[config.mk]
export PLATFORM = sky130hd
export DESIGN_NAME = multi_line_buffer
export DESIGN_NICKNAME = d
export VERILOG_FILES = /design/src/rtl/lbuf_pkg.sv /design/src/rtl/lbuf_line_ram.sv /design/src/rtl/multi_line_buffer.sv
export SDC_FILE = /design/constraint.sdc
export NUM_CORES = 2
export LEC_CHECK = 0
export CORE_MARGIN = 2
export CORE_UTILIZATION = 56
export DETAILED_ROUTE_END_ITERATION = 16
export HOLD_SLACK_MARGIN = 0.06
export PLACE_DENSITY = 0.78
export SLEW_MARGIN = 20
export SYNTH_ARGS = -nofsm -noshare
export SYNTH_HDL_FRONTEND = slang
export SYNTH_HIERARCHICAL = 1
export SYNTH_SLANG_ARGS = --single-unit
[constraint.sdc]
create_clock -name clk -period 11 [get_ports clk]
set_clock_uncertainty 0.15 [all_clocks]
set_input_delay 2.2 -clock clk [delete_from_list [all_inputs] [get_ports clk]]
set_output_delay 2.2 -clock clk [all_outputs]
set_load 0.02 [all_outputs]
[src/rtl/lbuf_pkg.sv]
// Shared types for the multi-line buffer: flush/run state encoding and the
// length of the memory-clearing sweep.
package lbuf_pkg;

   typedef enum logic [0:0] {
      ST_FLUSH = 1'b0,
      ST_RUN   = 1'b1
   } lbuf_state_e;

   // One write per address, so the sweep takes exactly one line of cycles.
   function automatic int unsigned lbuf_sweep_len(input int unsigned max_width);
      return max_width;
   endfunction

endpackage

[src/rtl/lbuf_line_ram.sv]
// One line of pixel storage: simple dual-port RAM with a registered read that
// returns the old contents when read and write hit the same address.
module lbuf_line_ram #(
   parameter int DATA_W = 8,
   parameter int DEPTH  = 128,
   parameter int AW     = 7
) (
   input  logic              clk,
   input  logic              re_i,
   input  logic [AW-1:0]     raddr_i,
   output logic [DATA_W-1:0] rdata_o,
   input  logic              we_i,
   input  logic [AW-1:0]     waddr_i,
   input  logic [DATA_W-1:0] wdata_i
);

   logic [DATA_W-1:0] mem_q [DEPTH];
   logic [DATA_W-1:0] rdata_q;

   always_ff @(posedge clk) begin
      if (re_i) rdata_q <= mem_q[raddr_i];
      if (we_i) mem_q[waddr_i] <= wdata_i;
   end

   assign rdata_o = rdata_q;

endmodule

[src/rtl/multi_line_buffer.sv]
// Streaming column generator over ROWS image lines. Define LBUF_FLUSH_SWEEP_EN
// to zero the line memories with a sweep after reset/clear; otherwise rows that
// do not exist yet are masked to zero and the block is ready one cycle later.
module multi_line_buffer
   import lbuf_pkg::*;
#(
   parameter int DATA_W    = 8,
   parameter int MAX_WIDTH = 128,
   parameter int ROWS      = 3,
   parameter int X_W       = 11,
   parameter int Y_W       = 10
) (
   input  logic                         clk,
   input  logic                         reset,
   input  logic                         clear,
   input  logic [$clog2(MAX_WIDTH):0]   img_width,
   input  logic [DATA_W-1:0]            pixel_in,
   input  logic                         pixel_valid,
   output logic                         pixel_ready,
   input  logic                         out_ready,
   output logic [ROWS*DATA_W-1:0]       col_out,
   output logic                         col_valid,
   output logic [X_W-1:0]               x_out,
   output logic [Y_W-1:0]               y_out,
   output logic                         win_valid,
   output logic                         line_end
);

   localparam int WW   = $clog2(MAX_WIDTH) + 1;
   localparam int AW   = (MAX_WIDTH > 1) ? $clog2(MAX_WIDTH) : 1;
   localparam int NMEM = ROWS - 1;

   logic [WW-1:0]                 last_x;
   logic                          run;
   logic                          accept;
   logic                          flushing;
   logic                          wrap;
   logic [AW-1:0]                 ptr_q, ptr_d;
   logic [Y_W-1:0]                y_q, y_d;
   logic [DATA_W-1:0]             pix_q;
   logic                          col_valid_q;
   logic [X_W-1:0]                x_out_q;
   logic [Y_W-1:0]                y_out_q;
   logic [NMEM-1:0]               slice_en_q, slice_en_d;
   logic                          fwd_q;
   logic [NMEM-1:0][DATA_W-1:0]   fwd_data_q;
   logic                          wr_pend_q;
   logic [AW-1:0]                 wr_addr_q;
   logic [NMEM-1:0][DATA_W-1:0]   rdata, rd_eff, wdata;
   logic                          mem_we;
   logic [AW-1:0]                 mem_waddr;

   always_comb begin
      if (img_width == '0 || img_width > WW'(MAX_WIDTH)) last_x = WW'(MAX_WIDTH - 1);
      else                                               last_x = img_width - WW'(1);
   end

`ifdef LBUF_FLUSH_SWEEP_EN
   localparam int unsigned SWEEP_LEN = lbuf_sweep_len(MAX_WIDTH);

   lbuf_state_e   state_q;
   logic [AW-1:0] flush_addr_q;

   always_ff @(posedge clk or negedge reset) begin
      if (!reset) begin
         state_q      <= ST_FLUSH;
         flush_addr_q <= '0;
      end else if (clear) begin
         state_q      <= ST_FLUSH;
         flush_addr_q <= '0;
      end else if (state_q == ST_FLUSH) begin
         flush_addr_q <= flush_addr_q + AW'(1);
         if (flush_addr_q == AW'(SWEEP_LEN - 1)) begin
            state_q      <= ST_RUN;
            flush_addr_q <= '0;
         end
      end
   end

   assign run       = (state_q == ST_RUN);
   assign flushing  = (state_q == ST_FLUSH);
   assign mem_we    = flushing || wr_pend_q;
   assign mem_waddr = flushing ? flush_addr_q : wr_addr_q;
`else
   logic run_q;

   always_ff @(posedge clk or negedge reset) begin
      if (!reset)     run_q <= 1'b0;
      else if (clear) run_q <= 1'b0;
      else            run_q <= 1'b1;
   end

   assign run       = run_q;
   assign flushing  = 1'b0;
   assign mem_we    = wr_pend_q;
   assign mem_waddr = wr_addr_q;
`endif

   // A coincident clear must win, so ready drops for that cycle.
   assign pixel_ready = run && (!col_valid_q || out_ready) && !clear;
   assign accept      = pixel_valid && pixel_ready;

   assign wrap  = (WW'(ptr_q) == last_x);
   assign ptr_d = wrap ? '0 : ptr_q + AW'(1);
   assign y_d   = (wrap && y_q != '1) ? y_q + Y_W'(1) : y_q;

   // Line shifting is written one cycle after the read, so a same-address
   // re-read (one-pixel lines) takes the pending data instead of the RAM.
   assign rd_eff = fwd_q ? fwd_data_q : rdata;

   always_comb begin
      wdata = '0;
      if (!flushing) begin
         for (int r = 0; r < NMEM - 1; r++) wdata[r] = rd_eff[r+1];
         wdata[NMEM-1] = pix_q;
      end
   end

   always_comb begin
      slice_en_d = '0;
      for (int r = 0; r < NMEM; r++) begin
`ifdef LBUF_FLUSH_SWEEP_EN
         slice_en_d[r] = 1'b1;
`else
         slice_en_d[r] = (int'(y_q) >= ROWS - 1 - r);
`endif
      end
   end

   always_ff @(posedge clk or negedge reset) begin
      if (!reset) begin
         ptr_q       <= '0;
         y_q         <= '0;
         pix_q       <= '0;
         col_valid_q <= 1'b0;
         x_out_q     <= '0;
         y_out_q     <= '0;
         slice_en_q  <= '0;
         fwd_q       <= 1'b0;
         fwd_data_q  <= '0;
         wr_pend_q   <= 1'b0;
         wr_addr_q   <= '0;
      end else if (clear) begin
         ptr_q       <= '0;
         y_q         <= '0;
         pix_q       <= '0;
         col_valid_q <= 1'b0;
         x_out_q     <= '0;
         y_out_q     <= '0;
         slice_en_q  <= '0;
         fwd_q       <= 1'b0;
         wr_pend_q   <= 1'b0;
      end else begin
         wr_pend_q <= accept;
         if (accept) begin
            ptr_q       <= ptr_d;
            y_q         <= y_d;
            pix_q       <= pixel_in;
            col_valid_q <= 1'b1;
            x_out_q     <= X_W'(ptr_q);
            y_out_q     <= y_q;
            slice_en_q  <= slice_en_d;
            fwd_q       <= wr_pend_q && (wr_addr_q == ptr_q);
            fwd_data_q  <= wdata;
            wr_addr_q   <= ptr_q;
         end else if (out_ready) begin
            col_valid_q <= 1'b0;
         end
      end
   end

   generate
      for (genvar gi = 0; gi < NMEM; gi++) begin : g_line
         lbuf_line_ram #(
            .DATA_W (DATA_W),
            .DEPTH  (MAX_WIDTH),
            .AW     (AW)
         ) u_ram (
            .clk     (clk),
            .re_i    (accept),
            .raddr_i (ptr_q),
            .rdata_o (rdata[gi]),
            .we_i    (mem_we),
            .waddr_i (mem_waddr),
            .wdata_i (wdata[gi])
         );
      end
   endgenerate

   always_comb begin
      col_out = '0;
      for (int r = 0; r < NMEM; r++)
         col_out[r*DATA_W +: DATA_W] = slice_en_q[r] ? rd_eff[r] : '0;
      col_out[NMEM*DATA_W +: DATA_W] = pix_q;
   end

   assign col_valid = col_valid_q;
   assign x_out     = x_out_q;
   assign y_out     = y_out_q;
   assign win_valid = col_valid_q && (int'(x_out_q) >= ROWS - 1) && (int'(y_out_q) >= ROWS - 1);
   assign line_end  = col_valid_q && (WW'(x_out_q) == last_x);

endmodule

==> summary.md <==
| Metric | Value |
|---|---|
| Mapped cell area | 0.0836 sq mm |
| Slew HR | 18.5% |
| CTS Buffer Depth | 3 |
| RSZ-0062 raised after global routing | false |
| Yosys Warn Count | 6 |
| Worst Hold Class | flop to flop |
| Post-CTS Hold Fix Bufs | 0 |
| Synth Instances | 3749 |
| Largest cells by area after synthesis | edfxtp_1, mux4_2, dfrtp_1, nor2_1, nand2_1 |
| CP Max Fanout | 9 |
| Placement Setup Slack | 3.03 ns |
| Global-route usage over all layers | 25.7% |
| Hold path startpoint | fwd_data_q[14] |
| Post-synth top area cell | edfxtp_1 |
| GP Congestion | 0.841 |
| DR iter-0 viols | 5904 |
| Initial antenna violation count | 3 |
| Core footprint | 0.148 sq mm |
| CTS buffer count | 194 |
| Routed len/inst | 32.4 microns |
| Total Neg Setup Slack | 0 ns |
| Setup crit start kind | primary input |
| Worst-margin pin slew | 1.22 ns |
| Final hold slack | 0.326 ns |
| Pwr dens | 175 mW/mm^2 |
| Overall power | 16.2 mW |
| Via Count | 40100 |
| Status | finished, final reports clean |
| Most common cell after layout, fill and taps aside | edfxtp_1 |
| Vias per cell | 6.72 |
| Area delta synth->final | 10.8% |
| Average size of a mapped cell | 22.3 sq um |
| Crit path DAT | 5.69 ns |
| Row cnt | 141 |
| Kind of critical path | primary input to output pin |
| Worst path required time | 8.65 ns |
| Met2 GRT Util | 41.3% |
| Most frequent cells in the layout | edfxtp_1, mux4_2, nor2_1 |
| Max Cap Viol | 0 |
| Final count of pins violating max slew | 0 |
| Setup Buffers After CTS | 0 |
| Final min period | 8.04 ns |
| Synth cell types | 50 |
| GRT busiest layer | met2 |
| Grt ovf | 0 |
| Fin. Hold Viols | 0 |
| R2R setup slack | 5.66 ns |
| Max stage delay on crit path | 0.65 ns |
| Fmax | 124 MHz |
| Die X | 390 microns |
| Buf/Inv on CP | 3 |
| N_diodes | 0 |
| Die height | 390 microns |
| Routed Antenna Nets | 0 |
| EDFF count, synth | 2064 |
| Met1 Usage GRT | 36.2% |
| M3 GR Usage | 5.26% |
| # H-tree levels | 4 |
| Reg2Reg Depth | 6 |
| Clk_lat worst skew | 0.82 ns |
| Reg2Reg Launch Point | ptr_q[2] |
| Number of nets in the layout | 3898 |
| Sink Count | 2135 |
| Min-Delay Endpoint | fwd_data_q[14] |
| Fillers | 9279 |
| Fraction of registers with async set/reset | 3.33% |
| Max stage delay cell, worst path | clkdlybuf4s50_1 |
| Fin crit share | 73.1% |
| Finished Layout Cells | 5965 |
| CP delay by family, top | simple AND/OR/NAND/NOR gates |
| Cell Chain, Critical Path | clkdlybuf4s50_1, inv_1, ha_1, nand2b_1, or3_1, and2_1, o21ai_0, a32oi_1, or4_1, nor3_1, clkdlybuf4s50_1 |
| Largest net degree at the start of global routing | 151 |
| Detailed-route wire length | 193 mm |
| WHS Path Cells | 2 |
| Post-cts repair resize count | 0 |
| Dpl cells | 5602 |
| Share of cells above drive strength 1 | 26.5% |
| Initial Utilization | 56.5% |
| Final HPWL DP | 105 mm |
| Finish-stage setup viols | 0 |
| Vias in the first global route | 40600 |
| Die ar. | 0.152 sq mm |
| Post-synth top flop | edfxtp_1 |
| P_leak | 27.4 nW |
| First-pass GRT wire length | 282 mm |
| Worst VDD drop | 0.000145 V |
| Clock root cell | clkbuf_16 |
| #FFs+latches synth | 2135 |
| Crit. End Element | output pin |
| PnR worst setup slack | 2.96 ns |
| # DRC | 0 |
| Register area share after synthesis | 76.3% |
| RR Endpoint | g_line[1].u_ram/rdata_o[1] |
| DR pass1 iterations | 6 |
| CTS tree | yes |
| CP most frequent cell | clkdlybuf4s50_1 |
| Area share of the largest cell type after synthesis | 74.2% |
| I/O pin cnt | 70 |
| Clock transition at path regs | 0.06 ns |
| IO buf count | 65 |
## cell type report
class / count / area [sq um] / area share (%)
timing repair buffer: 136 / 1300 / 1.41
inverter: 9 / 33.8 / 0.0365
sequential: 2135 / 63800 / 68.9
multi-input combinational: 1394 / 18900 / 20.4
clock inverter: 116 / 1050 / 1.14
clock buffer: 245 / 5130 / 5.54
tap: 1930 / 2410 / 2.61
## state kept, by name, summed over array words and instances, names as in the netlist
register and cells:
fwd_q 1, g_line.u_ram/mem_q 2048, col_valid 1, mem_we 1, y_out 10, ptr_q 7, pix_q 8, y_q 10
g_line.u_ram/rdata_o 16, x_out 7, run 1, fwd_data_q 16, slice_en_q 2, mem_waddr 7
## synth_stat cells, drive strengths merged (2+ instances only)
cell / count
inv: 8
o21ai: 17
and3: 4
a21oi: 8
nand2: 162
mux4: 672
a32oi: 4
mux2i: 10
o31ai: 5
nor3b: 3
nor4: 7
edfxtp: 2064
buf: 107
clkbuf: 107
nor2: 258
a31oi: 2
nand2b: 5
and2: 9
mux2: 31
xor2: 8
nand3: 56
a21o: 3
or4: 10
a211oi: 2
or3: 7
ha: 7
nand4: 11
nor2b: 33
xnor2: 13
dfrtp: 71
nor3: 31
## stage by stage
stage | area, sq um | utilization, %
6_report | 92600 | 62.6
5_1_grt | 92600 | 62.6
4_1_cts | 92500 | 62.5
3_5_place_dp | 86300 | 58.3
3_3_place_gp | 86300 | 58.3
2_1_floorplan | 83600 | -
## cell families (layout without fill, tap and decap cells)
group / count (synthesis) / after routing / synth area share (%)
fa+ha+maj: 7 / 7 / 0.105
simple gates: 598 / 598 / 3.12
mux: 713 / 713 / 18.6
buf+inv: 223 / 506 / 1.21
xor+xnor: 21 / 21 / 0.220
flops: 2135 / 2135 / 76.3
other cells: 1 / 4 / 0.00449
compound gates: 51 / 51 / 0.407
## worst max-delay path by stage
stage,start,end,slack (ns),cells past startpoint
finish,img_width[0],line_end,2.96,11
global route,img_width[0],line_end,2.74,11
CTS,img_width[2],line_end,3.01,9
detailed placement,img_width[2],line_end,3.03,9
global placement,img_width[3],line_end,2.96,9
floorplan,img_width[2],line_end,3.87,9
## report_power, final
group	internal [mW]	leakage, nW	switching (mW)	total, mW
Combinational	0.264	5.24	0.359	0.623
Sequential	8.92	19.1	0.0375	8.95
Clock	3.70	3.01	2.88	6.59
Total	12.9	27.4	3.28	16.2
## tightest hold or removal path, delay by kind of cell, from the launching register on
family | cells | cell delay, ns
flops | 1 | 0.34
simple gates | 2 | 0.10
## per-layer routing
layer	routed length, microns	vias up
met5	13	-
met4	5800	2
met3	21500	392
met2	95200	2633
met1	70800	21100
li1	-	15900
Power figures use the tool's default switching activity.
